`src/rtl/decoder_scan_ctrl.sv`:
```
// Scan sequencer for the 3-to-8 enable decoder: steps sel through eight positions
// with a dwell/blank period, optional ping-pong scanning, and a registered wrap pulse.
module decoder_scan_ctrl #(
  parameter int DWELL = 4,
  parameter int BLANK = 1,
  parameter int CW    = 16
) (
  input  logic       clk,
  input  logic       reset,
  input  logic       run,
  input  logic       step,
  input  logic       dir,
  input  logic       bounce,
  output logic       en,
  output logic [2:0] sel,
  output logic       wrap,
  output logic       busy
);

  typedef enum logic [1:0] {IDLE, SHOW, GAP} state_t;

  localparam logic [CW-1:0] DW_LAST = CW'(DWELL - 1);
  localparam logic [CW-1:0] BL_LAST = CW'((BLANK > 0) ? (BLANK - 1) : 0);

  state_t        state, state_n;
  logic [CW-1:0] cnt, cnt_n;
  logic          cont, cont_n;
  logic          rev, rev_n;
  logic [2:0]    sel_n, sel_adv;
  logic          wrap_n, wrap_adv, rev_tgl, adv, d;

  // Candidate next position; only consumed on the advance cycle, so mid-period
  // changes of dir/bounce have no visible effect until then.
  always_comb begin
    d        = dir ^ (rev & bounce);
    sel_adv  = d ? (sel - 3'd1) : (sel + 3'd1);
    rev_tgl  = 1'b0;
    wrap_adv = 1'b0;
    if (bounce) begin
      if (!d && sel == 3'd7) begin
        sel_adv  = 3'd6;
        rev_tgl  = 1'b1;
        wrap_adv = 1'b1;
      end else if (d && sel == 3'd0) begin
        sel_adv  = 3'd1;
        rev_tgl  = 1'b1;
        wrap_adv = 1'b1;
      end
    end else begin
      wrap_adv = d ? (sel == 3'd0) : (sel == 3'd7);
    end
  end

  always_comb begin
    state_n = state;
    cnt_n   = cnt;
    cont_n  = cont;
    sel_n   = sel;
    wrap_n  = 1'b0;
    rev_n   = bounce ? rev : 1'b0;
    adv     = 1'b0;
    case (state)
      IDLE: begin
        if (run) begin
          state_n = SHOW;
          cnt_n   = '0;
          cont_n  = 1'b1;
        end else if (step) begin
          state_n = SHOW;
          cnt_n   = '0;
          cont_n  = 1'b0;
        end
      end
      SHOW: begin
        if (cnt == DW_LAST) begin
          if (BLANK > 0) begin
            state_n = GAP;
            cnt_n   = '0;
          end else begin
            adv = 1'b1;
          end
        end else begin
          cnt_n = cnt + CW'(1);
        end
      end
      GAP: begin
        if (cnt == BL_LAST) adv = 1'b1;
        else                cnt_n = cnt + CW'(1);
      end
      default: state_n = IDLE;
    endcase
    // Period boundary: run is only re-checked here, so a dropped run still
    // completes the current position and advances sel.
    if (adv) begin
      sel_n   = sel_adv;
      wrap_n  = wrap_adv;
      cnt_n   = '0;
      state_n = (cont && run) ? SHOW : IDLE;
      if (rev_tgl) rev_n = ~rev;
    end
  end

  always_ff @(posedge clk) begin
    if (reset) begin
      state <= IDLE;
      cnt   <= '0;
      cont  <= 1'b0;
      rev   <= 1'b0;
      sel   <= 3'd0;
      wrap  <= 1'b0;
      en    <= 1'b0;
      busy  <= 1'b0;
    end else begin
      state <= state_n;
      cnt   <= cnt_n;
      cont  <= cont_n;
      rev   <= rev_n;
      sel   <= sel_n;
      wrap  <= wrap_n;
      en    <= (state_n == SHOW);
      busy  <= (state_n != IDLE);
    end
  end

endmodule
```
`config.mk`:
```
export PLATFORM = sky130hd
export DESIGN_NAME = decoder_scan_ctrl
export DESIGN_NICKNAME = d
export VERILOG_FILES = /design/src/rtl/decoder_scan_ctrl.sv
export SDC_FILE = /design/constraint.sdc
export NUM_CORES = 1
export LEC_CHECK = 0
export ABC_AREA = 0
export CORE_MARGIN = 4
export CORE_UTILIZATION = 50
export DETAILED_ROUTE_END_ITERATION = 8
export GPL_TIMING_DRIVEN = 0
export PLACE_DENSITY = 0.74
export SYNTH_ARGS = -nofsm -noshare
export SYNTH_HDL_FRONTEND = slang
export SYNTH_SLANG_ARGS = --single-unit
```
`constraint.sdc`:
```
create_clock -name clk -period 6.35 [get_ports clk]
set_clock_uncertainty 0.2 [all_clocks]
set_input_delay 0.9525 -clock clk [delete_from_list [all_inputs] [get_ports clk]]
set_output_delay 0.9525 -clock clk [all_outputs]
set_load 0.05 [all_outputs]
```
==> impl_metrics.ini, run 1 <==
[run_status]
status = finished clean

[sta]
tightestPinTransition_ns = 0.4955
timing.setup.tns_ns = 0
fmax_ghz = 0.3197
period_share = 0.4925
slew_viol_final = 0
relSlewSlack = 0.6686
finalSetupViolCount = 0
finalHoldViolations = 0
min_period_ns = 3.128
rsz0062_at_grt = false

[route]
vias = 1412
wirelength_um = 3480
dr.pass1.iters = 4
detail_route.wl_per_cell_um = 14.09
ant_nets = 0
detail_route.iter0.violations = 92
drc = 0
vias_per_cell = 5.717

[global_routing]
grt_antenna_before_repair = 0
first_global_vias = 1342
grt_pass1_wl_um = 6030
grt_max_degree = 16
grt_use_total = 0.1804
grt-ovfl-total = 0

[finish]
areaGrowthSynthToFinish_pct = 13.95
fin_nets = 217
n_antenna_cell = 0
fill_cells = 272
drive_above_1_share = 0.08374

[worst_hold_path]
worst_hold_startpoint = cont$_SDFFE_PP0P_
hold_class = flop to flop

[floorplan]
dieWidth_um = 63.86
initial_utilization = 0.5153
coreArea_um2 = 3028
ioPinCount = 12
dieHeight_um = 63.86
num_rows = 20
die_area_um2 = 4078

[yosys]
syn_avg_cell_area_um2 = 8.299
synth_cells = 188
synth-seq-cells = 26
yosys.cell_types.count = 50
synth_edf_count = 0
async_flop_share = 0
ys.flop_type = dfxtp_1
ys.warnings.count = 0
yosysSeqAreaShare = 0.3336
syn_nets = 201
synthesis.area_um2 = 1560

[clock_network]
post_cts_resized = 0
worstSkewPairLatency_ns = 0.33
cts_htree_levels = 1
cts_tree = done
cts_root_buf = clkbuf_4
clock_sinks = 26
cts_max_path_buffers = 2
clkTransAtPathRegs_ns = 0.15
post-cts-setup-buffers = 0
cts_buffers = 3
hold_buffers = 0

[pwr]
p_per_area_nw_per_um2 = 195.6
vdd.ir_drop.worst_v = 0.0001019
power_mw = 0.3479
leakage_nw = 0.6278

[setup_path]
cp-end-kind = flop
startpoint = bounce
critical_path_class = input pin to flop
worstRegToRegCells = 9
reg2reg_slack_ns = 3.83
timing.rr.end = cnt[3]$_SDFFE_PP0P_
rr_startpoint = state[0]$_SDFF_PP0_
required_ns = 6.40
path_max_fanout = 7
crit_end = sel[2]$_SDFFE_PP0N_
startpoint_type = input pin
worstPathArrival_ns = 3.18

[placement]
port_buffers = 11
globalplace.congestion = 0.8956
hpwlAfterDp_um = 2608

[job]
cap_violations = 0
## synthesized netlist by cell type, drive strengths merged, types with 2 or more instances
master / n / area (um^2)
dfxtp: 26 / 520.5
ha: 6 / 75.07
nor3: 4 / 20.02
nand4: 5 / 37.53
xnor2: 5 / 43.79
nor3b: 2 / 15.01
nand3: 14 / 70.07
or4: 4 / 30.03
xor2: 7 / 61.31
a211oi: 2 / 15.01
a21o: 3 / 22.52
nor2: 18 / 67.56
a2bb2oi: 2 / 17.52
buf: 4 / 20.02
nor4: 4 / 43.80
a21oi: 11 / 55.05
and2: 2 / 12.51
nand2: 15 / 56.30
and3: 7 / 43.79
inv: 7 / 26.27
o21ai: 6 / 30.03
a31oi: 3 / 18.77
and4: 6 / 55.05
clkbuf: 5 / 20.01
## placed cells by master (no fill, tap or decap), types with 5 or more instances in the layout
master           count
ha_1                 6
xor2_1               7
inv_1                6
nand2_1             15
clkdlybuf4s50_1     11
a21oi_1             11
dfxtp_1             26
and4_1               5
nand3_1             14
xnor2_1              5
nor2_1              18
and3_1               7
## worst min path at each step
stage                                endpoint  slack (ns)  cells past startpoint
after floorplan             cont$_SDFFE_PP0P_        0.26                      2
after global placement    cnt[0]$_SDFFE_PP0P_        0.29                      2
after detailed placement    cont$_SDFFE_PP0P_        0.29                      2
after CTS                 cnt[0]$_SDFFE_PP0P_        0.32                      2
after global routing        cont$_SDFFE_PP0P_        0.36                      2
final                       cont$_SDFFE_PP0P_        0.32                      2
## flip-flops by register name, summed over array words and instances (netlist names)
register  flops
wrap          1
en            1
cont          1
sel           3
cnt          16
state         2
rev           1
busy          1
## area by class of cell
cell class / count / area [um^2] / area share
buffer: 9 / 40.04 / 0.02252
clock buffer: 3 / 22.52 / 0.01267
clock inverter: 1 / 30.03 / 0.01689
inverter: 7 / 26.28 / 0.01478
multi-input combinational: 146 / 973.4 / 0.5475
sequential: 26 / 520.5 / 0.2928
tap: 44 / 55.05 / 0.03096
timing repair buffer: 11 / 110.1 / 0.06193
## routing by layer
layer	routed length (um)	global-route usage	up-vias
met2	1716	0.3045	34
met3	159	0.02636	4
met5	0	0	-
met1	1575	0.2386	659
met4	29	0.04852	0
li1	-	-	715
## cell families (layout without fill, tap and decap cells)
logic type	after synthesis	count (layout)	share of synthesized area
buffers and inverters	16	31	0.04249
adder cells (fa/ha/maj)	7	7	0.06095
multiplexers	2	2	0.01363
XOR/XNOR	12	12	0.06736
flip-flops	26	26	0.3336
AND/OR/NAND/NOR	88	88	0.3264
AO/OA/AOI/OAI	37	37	0.1556
## power breakdown
group / switching, mW / internal, mW
registers: 0.00219 / 0.168
logic: 0.0408 / 0.0226
clock network: 0.0506 / 0.0638
## worst max-delay path: stages
cell and delay, ns:
clkdlybuf4s50_1 0.60, a21bo_2 0.20, and2_1 0.20, inv_2 0.08
fa_1 0.45, a21oi_1 0.15, mux2i_1 0.09, mux2_2 0.26
a211oi_1 0.19
## metrics by stage
step	area (um^2)	hold slack, ns	utilization	instances	setup slack, ns
after floorplan	1560	0.2647	-	188	3.633
after detailed placement	1725	0.2914	0.5698	243	2.915
final	1778	0.3211	0.5872	247	3.222
after global routing	1778	0.3550	0.5872	247	3.138
after CTS	1778	0.3209	0.5872	247	3.241
after global placement	1725	0.2935	0.5698	243	2.977
Note: power is estimated with default switching activity, not from simulation.
==> run 2, diff against run 1 <==
- PLACE_DENSITY: 0.74 -> 0.77
- clock period: 6.35 -> 2.55 ns (I/O delays scaled with it)
==> run 2 against run 1 <==
  * Setup slack worse by 3.1 ns
  * Count of clock-buffer cells in the layout increased by 1
  * Worst hold slack got worse by 0.055 ns
  * First-iteration DRC count down 11%
  * Core utilization barely moved
  * Critical path depth unchanged
  * Via count up 2.3%
  * Sequential share of layout area hardly changed
  * Power grew 130%
  * Register-to-register slack got worse by 3.7 ns
  * Cell count up 0.40%
  * Die area unchanged
==> impl_metrics.ini, run 2 (same netlist as run 1, synthesis figures left out) <==
[finish]
post-route-cell-area_um2 = 1779
fill_cells = 270
reg.largest.list = cnt (16), sel (3), state (2)
top_register = cnt
final_common_cell = dfxtp_1
largest_reg_flops = 16
postLayoutCoreUtil = 0.5876
drive_above_1_share = 0.09804
areaGrowthSynthToFinish_pct = 14.03
n_antenna_cell = 0
final_cell_mix = 26 x dfxtp_1, 18 x nor2_1, 15 x nand2_1
fin_nets = 218

[floorplan]
coreArea_um2 = 3028
dieWidth_um = 63.86
num_rows = 20
dieHeight_um = 63.86
ioPinCount = 12
initial_utilization = 0.5153
die_area_um2 = 4078

[setup_path]
path_max_fanout = 10
max_stage_delay_ns = 0.43
startpoint = state[0]$_SDFF_PP0_
critical_path_class = flop to flop
cpMaxStageDelayCell = clkbuf_1
startpoint_type = flop
required_ns = 2.57
rr_startpoint = state[0]$_SDFF_PP0_
cp-end-kind = flop
worstPathArrival_ns = 2.42
cp_cell_sequence = inv_1 > ha_1 > clkbuf_1 > nor3_1 > a21oi_1 > clkbuf_1 > nand2_1 > a2bb2oi_1 > a21oi_1

[clock_network]
clkTransAtPathRegs_ns = 0.14
cts_buffers = 3
cts_root_buf = clkbuf_4
cts_tree = done
hold_buffers = 0
cts_max_path_buffers = 2
clock_sinks = 26
cts_htree_levels = 1
worstSkewPairLatency_ns = 0.31

[global_routing]
grt_use_total = 0.1743
grt_pass1_wl_um = 5837
grt_antenna_before_repair = 0
grt_max_degree = 15
first_global_vias = 1378
grt-ovfl-total = 0

[route]
detail_route.wl_per_cell_um = 14.02
ant_nets = 0
vias_per_cell = 5.823
vias = 1444
drc = 0
wirelength_um = 3476
dr.pass1.iters = 4
detail_route.iter0.violations = 82

[placement]
hpwlAfterDp_um = 2568
post_dp_cell_area_um2 = 1725
globalplace.congestion = 0.8685
port_buffers = 11

[sta]
tightestPinTransition_ns = 0.5149
timing.setup.tns_ns = 0
rsz0062_at_grt = false
fmax_ghz = 0.4161
slew_viol_final = 0
finalSetupViolCount = 0
relSlewSlack = 0.6539
finalHoldViolations = 0
holdWs_ns = 0.2660
min_period_ns = 2.404
period_share = 0.9426

[pwr]
power_switching_share = 0.2861
clkPwrFrac = 0.260
pwr-share-comb = 0.201
intPower_mw = 0.5613
p_per_area_nw_per_um2 = 441.9
power_switching_mw = 0.2249
vdd.ir_drop.worst_v = 0.0002509
leakage_nw = 0.6358
sequentialPowerShare = 0.539

[worst_hold_path]
hold_class = input pin to flop
worst_hold_startpoint = bounce

[job]
cap_violations = 0

[run_status]
status = finished clean
==> run 2: layer usage <==
| layer | part of all wire | wire length [um] | vias to the layer above | track usage |
|---|---|---|---|---|
| li1 | - | - | 718 | - |
| met1 | 0.45 | 1581 | 700 | 0.2172 |
| met2 | 0.50 | 1748 | 22 | 0.3071 |
| met3 | 0.033 | 116 | 4 | 0.02460 |
| met4 | 0.0089 | 31 | 0 | 0.05391 |
| met5 | 0 | 0 | - | 0 |
==> run 2: worst paths after layout <==
check / endpoint / slack [ns] / depth (start not counted)
worst min register to register: cnt[0]$_SDFFE_PP0P_ / 0.32 / 2
worst max register to register: cnt[14]$_SDFFE_PP0P_ / 0.15 / 9
worst max-delay path: cnt[14]$_SDFFE_PP0P_ / 0.15 / 9
worst min-delay path: rev$_SDFF_PP0_ / 0.27 / 2
==> run 2: repair_timing <==
item	CTS	global route
endpoints found under the setup margin	0	12
gates resized for setup	0	3
setup buffers	0	1
==> run 2: critical path: cells and delay by family (launching register included) <==
family	cells	cell delay [ns]
simple gates	2	0.30
compound gates	3	0.51
fa+ha+maj	1	0.16
buf+inv	3	0.79
flops	1	0.35
==> run 2: layout make-up <==
type / instances / area, um^2 / area share
Clock buffer: 4 / 36.28 / 0.02039
Buffer: 9 / 40.04 / 0.02250
Timing Repair Buffer: 12 / 120.1 / 0.06751
Inverter: 7 / 26.28 / 0.01477
Tap cell: 44 / 55.05 / 0.03094
Sequential cell: 26 / 520.5 / 0.2925
Multi-Input combinational cell: 146 / 980.9 / 0.5513
==> run 2: power groups by stage <==
stage / logic (mW) / clock network (mW) / registers (mW)
after global routing: 0.172 / 0.231 / 0.425
after floorplan: 0.0884 / 0 / 0.453
after CTS: 0.156 / 0.213 / 0.424
after global placement: 0.151 / 0 / 0.432
final: 0.158 / 0.204 / 0.424
after detailed placement: 0.156 / 0 / 0.433
==> run 2: metrics by stage <==
stage	total power, mW	instances	setup slack, ns
2_1_floorplan	0.5412	188	0.4029
3_3_place_gp	0.5829	243	-0.2549
3_5_place_dp	0.5887	243	-0.3174
4_1_cts	0.7935	247	0.02093
5_1_grt	0.8284	248	0.007423
6_report	0.7862	248	0.1465
